--- src/rtl/operand_entry.sv ---
// Operand entry front end: debounces the entry/restart buttons, loads A..D from the
// switches, hands off to the arithmetic unit and holds its product for display.
module operand_entry #(
  parameter int WIDTH    = 8,
  parameter int DEBOUNCE = 250000
) (
  input  logic               CLK,
  input  logic               RST,
  input  logic [WIDTH-1:0]   SW,
  input  logic               KEY_N,
  input  logic               CLR_N,
  input  logic               DONE,
  input  logic [2*WIDTH-1:0] RESULT,
  output logic               START,
  output logic [WIDTH-1:0]   A,
  output logic [WIDTH-1:0]   B,
  output logic [WIDTH-1:0]   C,
  output logic [WIDTH-1:0]   D,
  output logic [2*WIDTH-1:0] PROD,
  output logic               SEL_PROD,
  output logic               SEL_AB,
  output logic               BUSY
);

  localparam int CW = $clog2(DEBOUNCE);

  typedef enum logic [2:0] {
    ST_LOAD_A, ST_LOAD_B, ST_LOAD_C, ST_LOAD_D, ST_CALC, ST_WAIT, ST_SHOW
  } state_t;

  // Index 0 is the entry key, index 1 the restart key; both idle high.
  logic [1:0] btn_n;
  logic [1:0] strobe;

  assign btn_n = {CLR_N, KEY_N};

  generate
    for (genvar gi = 0; gi < 2; gi++) begin : g_btn
      logic          meta_q, sync_q, level_q, level_d;
      logic [CW-1:0] cnt_q, cnt_d;

      always_ff @(posedge CLK or posedge RST) begin
        if (RST) begin
          meta_q  <= 1'b1;
          sync_q  <= 1'b1;
          level_q <= 1'b1;
          cnt_q   <= '0;
        end else begin
          meta_q  <= btn_n[gi];
          sync_q  <= meta_q;
          level_q <= level_d;
          cnt_q   <= cnt_d;
        end
      end

      // The count only survives while the synchronized input disagrees with the accepted level.
      always_comb begin
        level_d = level_q;
        cnt_d   = '0;
        if (sync_q != level_q) begin
          if (cnt_q == CW'(DEBOUNCE - 1)) begin
            level_d = sync_q;
          end else begin
            cnt_d = cnt_q + 1'b1;
          end
        end
      end

      assign strobe[gi] = level_q & ~level_d;
    end
  endgenerate

  logic key_stb, clr_stb;
  assign key_stb = strobe[0];
  assign clr_stb = strobe[1];

  state_t               state_q, state_d;
  logic [WIDTH-1:0]     a_q, a_d, b_q, b_d, c_q, c_d, d_q, d_d;
  logic [2*WIDTH-1:0]   prod_q, prod_d;
  logic                 sel_prod_q, sel_prod_d, sel_ab_q, sel_ab_d;

  always_ff @(posedge CLK or posedge RST) begin
    if (RST) begin
      state_q    <= ST_LOAD_A;
      a_q        <= '0;
      b_q        <= '0;
      c_q        <= '0;
      d_q        <= '0;
      prod_q     <= '0;
      sel_prod_q <= 1'b0;
      sel_ab_q   <= 1'b1;
    end else begin
      state_q    <= state_d;
      a_q        <= a_d;
      b_q        <= b_d;
      c_q        <= c_d;
      d_q        <= d_d;
      prod_q     <= prod_d;
      sel_prod_q <= sel_prod_d;
      sel_ab_q   <= sel_ab_d;
    end
  end

  always_comb begin
    state_d    = state_q;
    a_d        = a_q;
    b_d        = b_q;
    c_d        = c_q;
    d_d        = d_q;
    prod_d     = prod_q;
    sel_prod_d = sel_prod_q;
    sel_ab_d   = sel_ab_q;
    if (clr_stb) begin
      state_d    = ST_LOAD_A;
      sel_prod_d = 1'b0;
      sel_ab_d   = 1'b1;
    end else begin
      case (state_q)
        ST_LOAD_A: if (key_stb) begin a_d = SW; state_d = ST_LOAD_B; end
        ST_LOAD_B: if (key_stb) begin b_d = SW; state_d = ST_LOAD_C; sel_ab_d = 1'b0; end
        ST_LOAD_C: if (key_stb) begin c_d = SW; state_d = ST_LOAD_D; end
        ST_LOAD_D: if (key_stb) begin d_d = SW; state_d = ST_CALC; end
        ST_CALC:   state_d = ST_WAIT;
        ST_WAIT: begin
          if (DONE) begin
            prod_d     = RESULT;
            state_d    = ST_SHOW;
            sel_prod_d = 1'b1;
            sel_ab_d   = 1'b0;
          end
        end
        ST_SHOW: begin
          // Each return to the operand view alternates between the A/B and C/D pages.
          if (key_stb) begin
            sel_prod_d = ~sel_prod_q;
            if (sel_prod_q) sel_ab_d = ~sel_ab_q;
          end
        end
        default:   state_d = ST_LOAD_A;
      endcase
    end
  end

  assign START    = (state_q == ST_CALC);
  assign BUSY     = (state_q == ST_CALC) || (state_q == ST_WAIT);
  assign A        = a_q;
  assign B        = b_q;
  assign C        = c_q;
  assign D        = d_q;
  assign PROD     = prod_q;
  assign SEL_PROD = sel_prod_q;
  assign SEL_AB   = sel_ab_q;

endmodule

--- config.mk ---
export PLATFORM = sky130hd
export DESIGN_NAME = operand_entry
export DESIGN_NICKNAME = d
export VERILOG_FILES = /design/src/rtl/operand_entry.sv
export SDC_FILE = /design/constraint.sdc
export NUM_CORES = 1
export LEC_CHECK = 0
export CAP_MARGIN = 20
export CORE_ASPECT_RATIO = 1.2
export CORE_UTILIZATION = 55
export CTS_CLUSTER_SIZE = 40
export DETAILED_ROUTE_END_ITERATION = 16
export HOLD_SLACK_MARGIN = 0.1
export PLACE_DENSITY = 0.84
export SYNTH_ARGS = -nofsm -noshare
export SYNTH_HDL_FRONTEND = slang
export SYNTH_SLANG_ARGS = --single-unit
--- constraint.sdc ---
create_clock -name CLK -period 10.9 [get_ports CLK]
set_input_delay 3.27 -clock CLK [delete_from_list [all_inputs] [get_ports CLK]]
set_output_delay 3.27 -clock CLK [all_outputs]
set_load 0.01 [all_outputs]
After elaboration in Yosys (flattened, before gate mapping)
Index checks and enable logic that the tools add are counted.
W data, S select, Z words.
- register bits after elaboration: 95
- bits in latches: 0
- memory bits (writable): 0
- ROM bits: 0
- input port bits: 29
- output and inout port bits: 52
- logic and storage cells: 80
- memories: 0
- add/sub/neg operators: 2
- multiply operators: 0
- div/mod/pow operators: 0
- order comparisons: 0
- eq/ne operators: 18
- shift-type cells: 0
- muxes and demuxes: 25
- bitwise logic cells: 7
- reductions and logical operators: 12
- operators by type and width (cell ; count):
    $mux W18 ; 4
    $add A18 B1 Y18 const B ; 2
    $eq A18 B18 Y1 const B ; 2
    $ne A3 B3 Y1 const B ; 7
    $pmux W3 S7 ; 1
    $mux W3 ; 6
    $reduce_and A3 Y1 ; 6
    $mux W1 ; 12
    $eq A3 B3 Y1 const B ; 3
    $eq A3 B2 Y1 const B ; 2
    $reduce_and A6 Y1 ; 1
    $not A1 Y1 ; 5
    $reduce_and A5 Y1 ; 1
    $reduce_bool A4 Y1 ; 1
    $eq A3 B1 Y1 const B ; 1
    $logic_not A3 Y1 ; 1
    $pmux W1 S3 ; 1
    $reduce_bool A3 Y1 ; 1
    $and A1 B1 Y1 ; 2
    $ne A1 B1 Y1 ; 2
    $ne A2 B2 Y1 const B ; 1
    $pmux W1 S2 ; 1
    $logic_or A1 B1 Y1 ; 1

Logic depth before layout (Yosys ltp)
Gate-level depths: netlist of run 1.
- depth after elaboration: 8
- depth in mapped cells: 8
- mapped depth without buffers: 6

Worst setup path after synthesis of run 1
No wires, ideal clock.
- path type: input to register
- start: in DONE
- end: reg prod_q[0], in the netlist PROD[0]
- library setup time: 0.125 ns
- arrival: 4.229 ns
- data required time: 10.775 ns
- path slack: 6.546 ns
- stages on the path: 4
- buffers on the path: 1
- cells stage by stage: nand4_1 nor2_2 buf_4 mux2_2
- longest elaborated chain between the ends: 1
- RTL lines (item ; line ; text):
    start, declared ; 12 ; input logic DONE,
    $reduce_and A3 Y1 (no line) ; n/a ;
    end signal, assigned ; 98 ; prod_q <= prod_d;
    end, declared ; 79 ; logic [2*WIDTH-1:0] prod_q, prod_d;
No other way between the ends.
A chain may end at the register's enable or synchronous reset.

Worst setup path after layout of run 1
- start: reg state_q[2]
- end: out BUSY
- longest elaborated chain between the ends: 2
- elaborated cells on any way between the ends: 3
- those cells by class: 2 x eq/ne; 1 x reduce/logical
- RTL lines (item ; line ; text):
    start, declared ; 77 ; state_t state_q, state_d;
    start signal, assigned ; 93 ; state_q <= state_d;
    $eq A3 B3 Y1 ; 145 ; assign BUSY = (state_q == ST_CALC) || (state_q == ST_WAIT);
    $logic_or A1 B1 Y1 (*) ; 145 ;
    end, declared ; 22 ; output logic BUSY
Mark *: on every way between the ends. The rest lies on a longest branch, timed or not.

==> flow_metrics.env, run 1 <==
export IMPL_drc=0
export IMPL_ys_types=44
export IMPL_cts_tree="done"
export IMPL_power_switching_w=0.000150
export IMPL_initial_core_util=0.569
export IMPL_cts_inserted_buffers=9
export IMPL_syn_avg_cell_area_um2=12.4
export IMPL_syn_area_um2=4140
export IMPL_antenna_cells=0
export IMPL_nNetsFinal=451
export IMPL_dp_final_hpwl_mm=5.74
export IMPL_grt_setup_unrepaired="false"
export IMPL_synthAdderAreaFrac=0.00605
export IMPL_slew_violations=0
export IMPL_pwr_share_clk=0.361
export IMPL_ys_warn_count=0
export IMPL_min_path_type="reg2reg"
export IMPL_post_cts_resized=0
export IMPL_grt_antenna_before_repair=0
export IMPL_area_delta_synth_final_pct=25.9
export IMPL_cts_num_sinks=95
export IMPL_drt_first_pass_iters=4
export IMPL_max_stage_delay_ps=570
export IMPL_status="finished, final reports clean"
export IMPL_yosys_top_cells_area="dfrtp_1 (53%), mux2_2 (11%), xor2_1 (4.9%), dfstp_2 (4.4%), nor2_1 (3.9%)"
export IMPL_cts_setup_buffers=0
export IMPL_p_comb_frac=0.050
export IMPL_synth_edf_count=0
export IMPL_layout_commonest_cell="dfrtp_1"
export IMPL_grt_max_degree=75
export IMPL_criticalPathCategory="reg2out"
export IMPL_cp_data_required_time_ps=7630
export IMPL_grt_pass1_vias=2842
export IMPL_maxCapViolCount=0
export IMPL_cts_reportedPaths_clkPinSlew_ps=100
export IMPL_grtUsageTotal=0.231
export IMPL_async_flop_share=1.00
export IMPL_mostFrequentLayoutCells="dfrtp_1 (88), clkdlybuf4s50_1 (80), nor2_1 (43)"
export IMPL_final_hold_viol_count=0
export IMPL_final_cell_area_um2=5210
export IMPL_drive_above_1_share=0.200
export IMPL_synth_top_area_frac=0.532
export IMPL_cpLargestDelayFamily="buffers and inverters"
export IMPL_powerDensity_nw_per_um2=117
export IMPL_p_sw_frac=0.246
export IMPL_dieWidth_um=81.2
export IMPL_dieArea_um2=7880
export IMPL_p_leak_nw=2.34
export IMPL_placed_area_um2=5020
export IMPL_finalCritPeriodShare=0.462
export IMPL_maxSlewHeadroom=0.407
export IMPL_gp_congestion=0.817
export IMPL_insertion_delay_ps=360
export IMPL_dp_cells=499
export IMPL_yosys_area_top_type="dfrtp_1"
export IMPL_synth_compound_area_frac=0.0193
export IMPL_synth_top_family_by_area="simple AND/OR/NAND/NOR gates"
export IMPL_path_cells="inv_1 -> nor2_1 -> clkdlybuf4s50_1"
export IMPL_synth_seq_cells=95
export IMPL_cp_arrival_ps=1760
export IMPL_port_buffers=80
export IMPL_vias=2810
export IMPL_path_buf_inv=2
export IMPL_cellInternalPower_w=0.000461
export IMPL_clock_path_buffers=2
export IMPL_drt_wl_total_mm=8.22
export IMPL_synth_flop_cell="dfrtp_1"
export IMPL_routedWlPerCell_um=16.0
export IMPL_cts_htree_levels=3
export IMPL_vdd_ir_drop_max_mv=0.103
export IMPL_cts_hold_fix_buffers=0
export IMPL_overflow=0
export IMPL_grt_pass1_wl_mm=13.7
export IMPL_core_area_um2=7270
export IMPL_seq_power_share=0.589
export IMPL_dieHeight_um=97.0
export IMPL_syn_inst=335
export IMPL_rows=34
export IMPL_max_freq_mhz=199
export IMPL_synth_area_mux_share=0.143
export IMPL_final_cells=515
export IMPL_setup_violations=0
export IMPL_drtIter0Drc=115
export IMPL_ios=81
export IMPL_synth_xor_area_frac=0.0698
export IMPL_fin_skew_ps=8.75
export IMPL_final_util=0.716
export IMPL_worst_slew_pin_slew_ps=890
export IMPL_via_per_inst=5.46
export IMPL_yosys_area_share_simple=0.171
export IMPL_period_minus_slack_ps=5030
export IMPL_ant_nets=0
export IMPL_worstSetupStartpointType="register"
export IMPL_setup_worst_path_end_class="primary output"
export IMPL_critPathSlowestCell="clkdlybuf4s50_1"
export IMPL_yosysSeqAreaShare=0.576
export IMPL_clockRootBuffer="clkbuf_8"
export IMPL_synth_nets=366
export IMPL_crit_fanout=8
export IMPL_finalSetupTns_ps=0
## flip-flops by register name (all words and copies together) (netlist names)
| name | flops |
|---|---|
| B | 8 |
| C | 8 |
| g_btn.meta_q | 2 |
| state_q | 3 |
| g_btn.cnt_q | 36 |
| SEL_AB | 1 |
| SEL_PROD | 1 |
| D | 8 |
| A | 8 |
| g_btn.level_q | 2 |
| PROD | 16 |
| g_btn.sync_q | 2 |
## per-layer routing
| layer | up-vias | global-route usage | share of wire |
|---|---|---|---|
| li1 | 1335 | - | - |
| met1 | 1392 | 0.293 | 0.41 |
| met2 | 72 | 0.379 | 0.53 |
| met3 | 11 | 0.0453 | 0.047 |
| met4 | 0 | 0.100 | 0.016 |
| met5 | - | 0 | 0 |
## through the flow
stage	setup slack, ps	hold slack [ps]	total power, W
final	5870	361	0.000611
after global routing	5760	369	0.000635
after CTS	5850	362	0.000618
after detailed placement	5720	348	0.000398
after global placement	5790	346	0.000397
after floorplan	5160	345	0.000379
## layout make-up
cell class | count | area [um2]
multi-input combinational | 228 | 1700
inverter | 5 | 20.0
timing repair buffer | 81 | 808
clock inverter | 7 | 65.1
tap | 90 | 113
fill | 520 | 2060
sequential | 95 | 2390
clock buffer | 9 | 124
## logic make-up (layout without fill, tap and decap cells)
group                      count (synthesis)  after routing
AOI/OAI and AO/OA                         12             12
xor gates and xnor gates                  33             33
adders and majority gates                  2              2
buffers and inverters                     12            102
DFF                                       95             95
muxes                                     50             50
and+or+nand+nor                          131            131
## worst reg2reg max path, cell delays in order, from the launching register on
cell and delay, ps:
dfrtp_1 430, or4b_1 590, or4_1 480, nor3_4 340
or4_1 560, mux2_4 360
## power groups by stage
| stage | clock network (W) | logic [W] | registers [W] |
|---|---|---|---|
| floorplan | 0 | 0.0000124 | 0.000367 |
| global placement | 0 | 0.0000302 | 0.000366 |
| detailed placement | 0 | 0.0000310 | 0.000367 |
| CTS | 0.000227 | 0.0000312 | 0.000360 |
| global route | 0.000240 | 0.0000340 | 0.000361 |
| finish | 0.000221 | 0.0000304 | 0.000360 |
## final timing paths
| path | startpoint | end | slack [ps] | depth (start not counted) |
|---|---|---|---|---|
| worst max-delay path | state_q[2]$_DFFE_PP0P_ | BUSY | 5870 | 3 |
| worst min-delay path | g_btn[0].meta_q$_DFF_PP1_ | g_btn[0].sync_q$_DFF_PP1_ | 360 | 0 |
| worst max register to register | g_btn[1].cnt_q[6]$_DFF_PP0_ | A[6]$_DFFE_PP0P_ | 8040 | 5 |
| worst min register to register | g_btn[0].meta_q$_DFF_PP1_ | g_btn[0].sync_q$_DFF_PP1_ | 360 | 0 |
| max in group asynchronous | RST | SEL_PROD$_DFFE_PP0P_ | 6480 | 3 |
| min in group asynchronous | RST | D[1]$_DFFE_PP0P_ | 3200 | 2 |
## synth_stat cells (2+ instances only)
master,n
nor4_1,3
o21ai_0,2
mux2_2,42
ha_1,2
nor3b_1,2
nand4_1,9
clkbuf_1,4
and2_1,3
or3_1,4
or2_2,3
mux2_4,8
xor2_1,23
inv_1,5
a21oi_1,4
nor2_1,43
nand2_1,20
nor3_1,4
or4_1,3
xnor2_1,10
dfstp_2,7
nand3_1,11
nand2b_1,4
and4_1,4
nor4b_1,2
nor3_2,3
dfrtp_1,88
and3_1,5
Power figures use the tool's default switching activity.
==> inputs of run 2 (changes only) <==
--- a/config.mk
+++ b/config.mk
@@ -7,11 +7,11 @@
 export LEC_CHECK = 0
 export CAP_MARGIN = 20
 export CORE_ASPECT_RATIO = 1.2
-export CORE_UTILIZATION = 55
+export CORE_UTILIZATION = 52
 export CTS_CLUSTER_SIZE = 40
 export DETAILED_ROUTE_END_ITERATION = 16
 export HOLD_SLACK_MARGIN = 0.1
-export PLACE_DENSITY = 0.84
+export PLACE_DENSITY = 0.8
 export SYNTH_ARGS = -nofsm -noshare
 export SYNTH_HDL_FRONTEND = slang
 export SYNTH_SLANG_ARGS = --single-unit
==> constraint.sdc (replaced) <==
create_clock -name CLK -period 5.1 [get_ports CLK]
set_input_delay 1.53 -clock CLK [delete_from_list [all_inputs] [get_ports CLK]]
set_output_delay 1.53 -clock CLK [all_outputs]
set_load 0.01 [all_outputs]
==> flow_metrics.env, run 2 (synthesis results as in run 1) <==
export IMPL_routedWlPerCell_um=16.3
export IMPL_hold_worst_slack_ps=361
export IMPL_grt_pass1_vias=2851
export IMPL_largest_register_ffs=36
export IMPL_grt_setup_unrepaired="false"
export IMPL_nNetsFinal=452
export IMPL_placed_area_um2=5030
export IMPL_min_path_type="reg2reg"
export IMPL_port_buffers=80
export IMPL_post_cts_resized=0
export IMPL_status="finished, final reports clean"
export IMPL_max_stage_delay_ps=620
export IMPL_dieArea_um2=8320
export IMPL_finalSetupTns_ps=0
export IMPL_gp_congestion=0.856
export IMPL_path_cells="inv_1 -> nor3_1 -> clkdlybuf4s50_1"
export IMPL_rows=35
export IMPL_ff2ff_path_depth=5
export IMPL_setup_worst_path_end_class="primary output"
export IMPL_maxCapViolCount=0
export IMPL_drt_first_pass_iters=5
export IMPL_finalCritPeriodShare=0.673
export IMPL_drt_wl_total_mm=8.44
export IMPL_fin_skew_ps=15.3
export IMPL_final_cell_area_um2=5220
export IMPL_mostFrequentLayoutCells="dfrtp_1 (88), clkdlybuf4s50_1 (80), nor2_1 (43)"
export IMPL_grtUsageTotal=0.213
export IMPL_clock_path_buffers=2
export IMPL_vias=2864
export IMPL_setup_violations=0
export IMPL_largest_register="g_btn.cnt_q"
export IMPL_criticalPathCategory="reg2out"
export IMPL_core_area_um2=7710
export IMPL_cts_htree_levels=3
export IMPL_worstSetupStartpointType="register"
export IMPL_grt_pass1_wl_mm=14.0
export IMPL_dieHeight_um=99.7
export IMPL_period_minus_slack_ps=3430
export IMPL_drtIter0Drc=179
export IMPL_drc=0
export IMPL_via_per_inst=5.53
export IMPL_overflow=0
export IMPL_cts_reportedPaths_clkPinSlew_ps=110
export IMPL_powerDensity_nw_per_um2=251
export IMPL_critPathSlowestCell="clkdlybuf4s50_1"
export IMPL_cts_tree="done"
export IMPL_cts_num_sinks=95
export IMPL_p_leak_nw=2.35
export IMPL_vdd_ir_drop_max_mv=0.200
export IMPL_cts_hold_fix_buffers=0
export IMPL_grt_max_degree=57
export IMPL_initial_core_util=0.537
export IMPL_grt_antenna_before_repair=0
export IMPL_p_total_w=0.00131
export IMPL_max_freq_mhz=291
export IMPL_final_hold_viol_count=0
export IMPL_whs_path_depth=0
export IMPL_layout_commonest_cell="dfrtp_1"
export IMPL_dieWidth_um=83.4
export IMPL_insertion_delay_ps=360
export IMPL_cp_arrival_ps=1900
export IMPL_worst_slew_pin_slew_ps=923
export IMPL_cts_inserted_buffers=9
export IMPL_cp_data_required_time_ps=3570
export IMPL_cts_setup_buffers=0
export IMPL_ios=81
export IMPL_dp_final_hpwl_mm=6.01
export IMPL_drive_above_1_share=0.202
export IMPL_ant_nets=0
export IMPL_area_delta_synth_final_pct=26.1
export IMPL_antenna_cells=0
export IMPL_fillerInstances=567
export IMPL_clockRootBuffer="clkbuf_8"
export IMPL_slew_violations=0
export IMPL_maxSlewHeadroom=0.384
export IMPL_crit_fanout=8
run 2: changes by cell type in the layout (fill, tap and decap cells not counted):
cell / before / now
buf_4: 1 / 2
clkinv_4: 3 / 2
inv_6: 1 / 2
run 2: final timing paths:
check	from	end	slack, ps
setup / recovery	state_q[2]$_DFFE_PP0P_	START	1670
hold / removal	g_btn[0].meta_q$_DFF_PP1_	g_btn[0].sync_q$_DFF_PP1_	360
setup reg to reg	g_btn[0].cnt_q[10]$_DFF_PP0_	C[1]$_DFFE_PP0P_	2200
hold reg to reg	g_btn[0].meta_q$_DFF_PP1_	g_btn[0].sync_q$_DFF_PP1_	360
max in group asynchronous	RST	g_btn[0].meta_q$_DFF_PP1_	2550
min in group asynchronous	RST	C[3]$_DFFE_PP0P_	1660
run 2: where the power goes:
group | total, W | switching [W] | leakage, nW | internal (W)
clock network | 0.000477 | 0.000288 | 0.0943 | 0.000189
logic | 0.0000656 | 0.0000313 | 0.988 | 0.0000343
registers | 0.000770 | 0.00000679 | 1.26 | 0.000763
total | 0.00131 | 0.000326 | 2.35 | 0.000987
run 2: cell type report:
class / count / area (um2) / share of cell area
multi-input combinational: 228 / 1700 / 0.325
sequential: 95 / 2390 / 0.457
clock buffer: 9 / 124 / 0.0237
inverter: 5 / 20.0 / 0.00383
timing repair buffer: 82 / 816 / 0.156
clock inverter: 7 / 65.1 / 0.0125
tap: 92 / 115 / 0.0220
run 2: metrics by stage:
step	util	setup slack, ps	std cells
after floorplan	-	1100	335
after global placement	0.653	1720	502
after detailed placement	0.653	1610	502
after CTS	0.677	1650	518
after global routing	0.677	1500	518
final	0.677	1670	518
run 2: worst max-delay path, delay by kind of cell (launching register included):
family,cells,cell delay (ps)
buf+inv,2,760
simple gates,1,330
flops,1,470
run 2: routing by layer:
layer	share of wire	wire (um)	GRT usage	up-vias
met2	0.50	4200	0.354	84
met1	0.44	3750	0.286	1434
met5	0	0	0	-
met3	0.046	385	0.0448	13
li1	-	-	-	1333
met4	0.012	102	0.0600	0
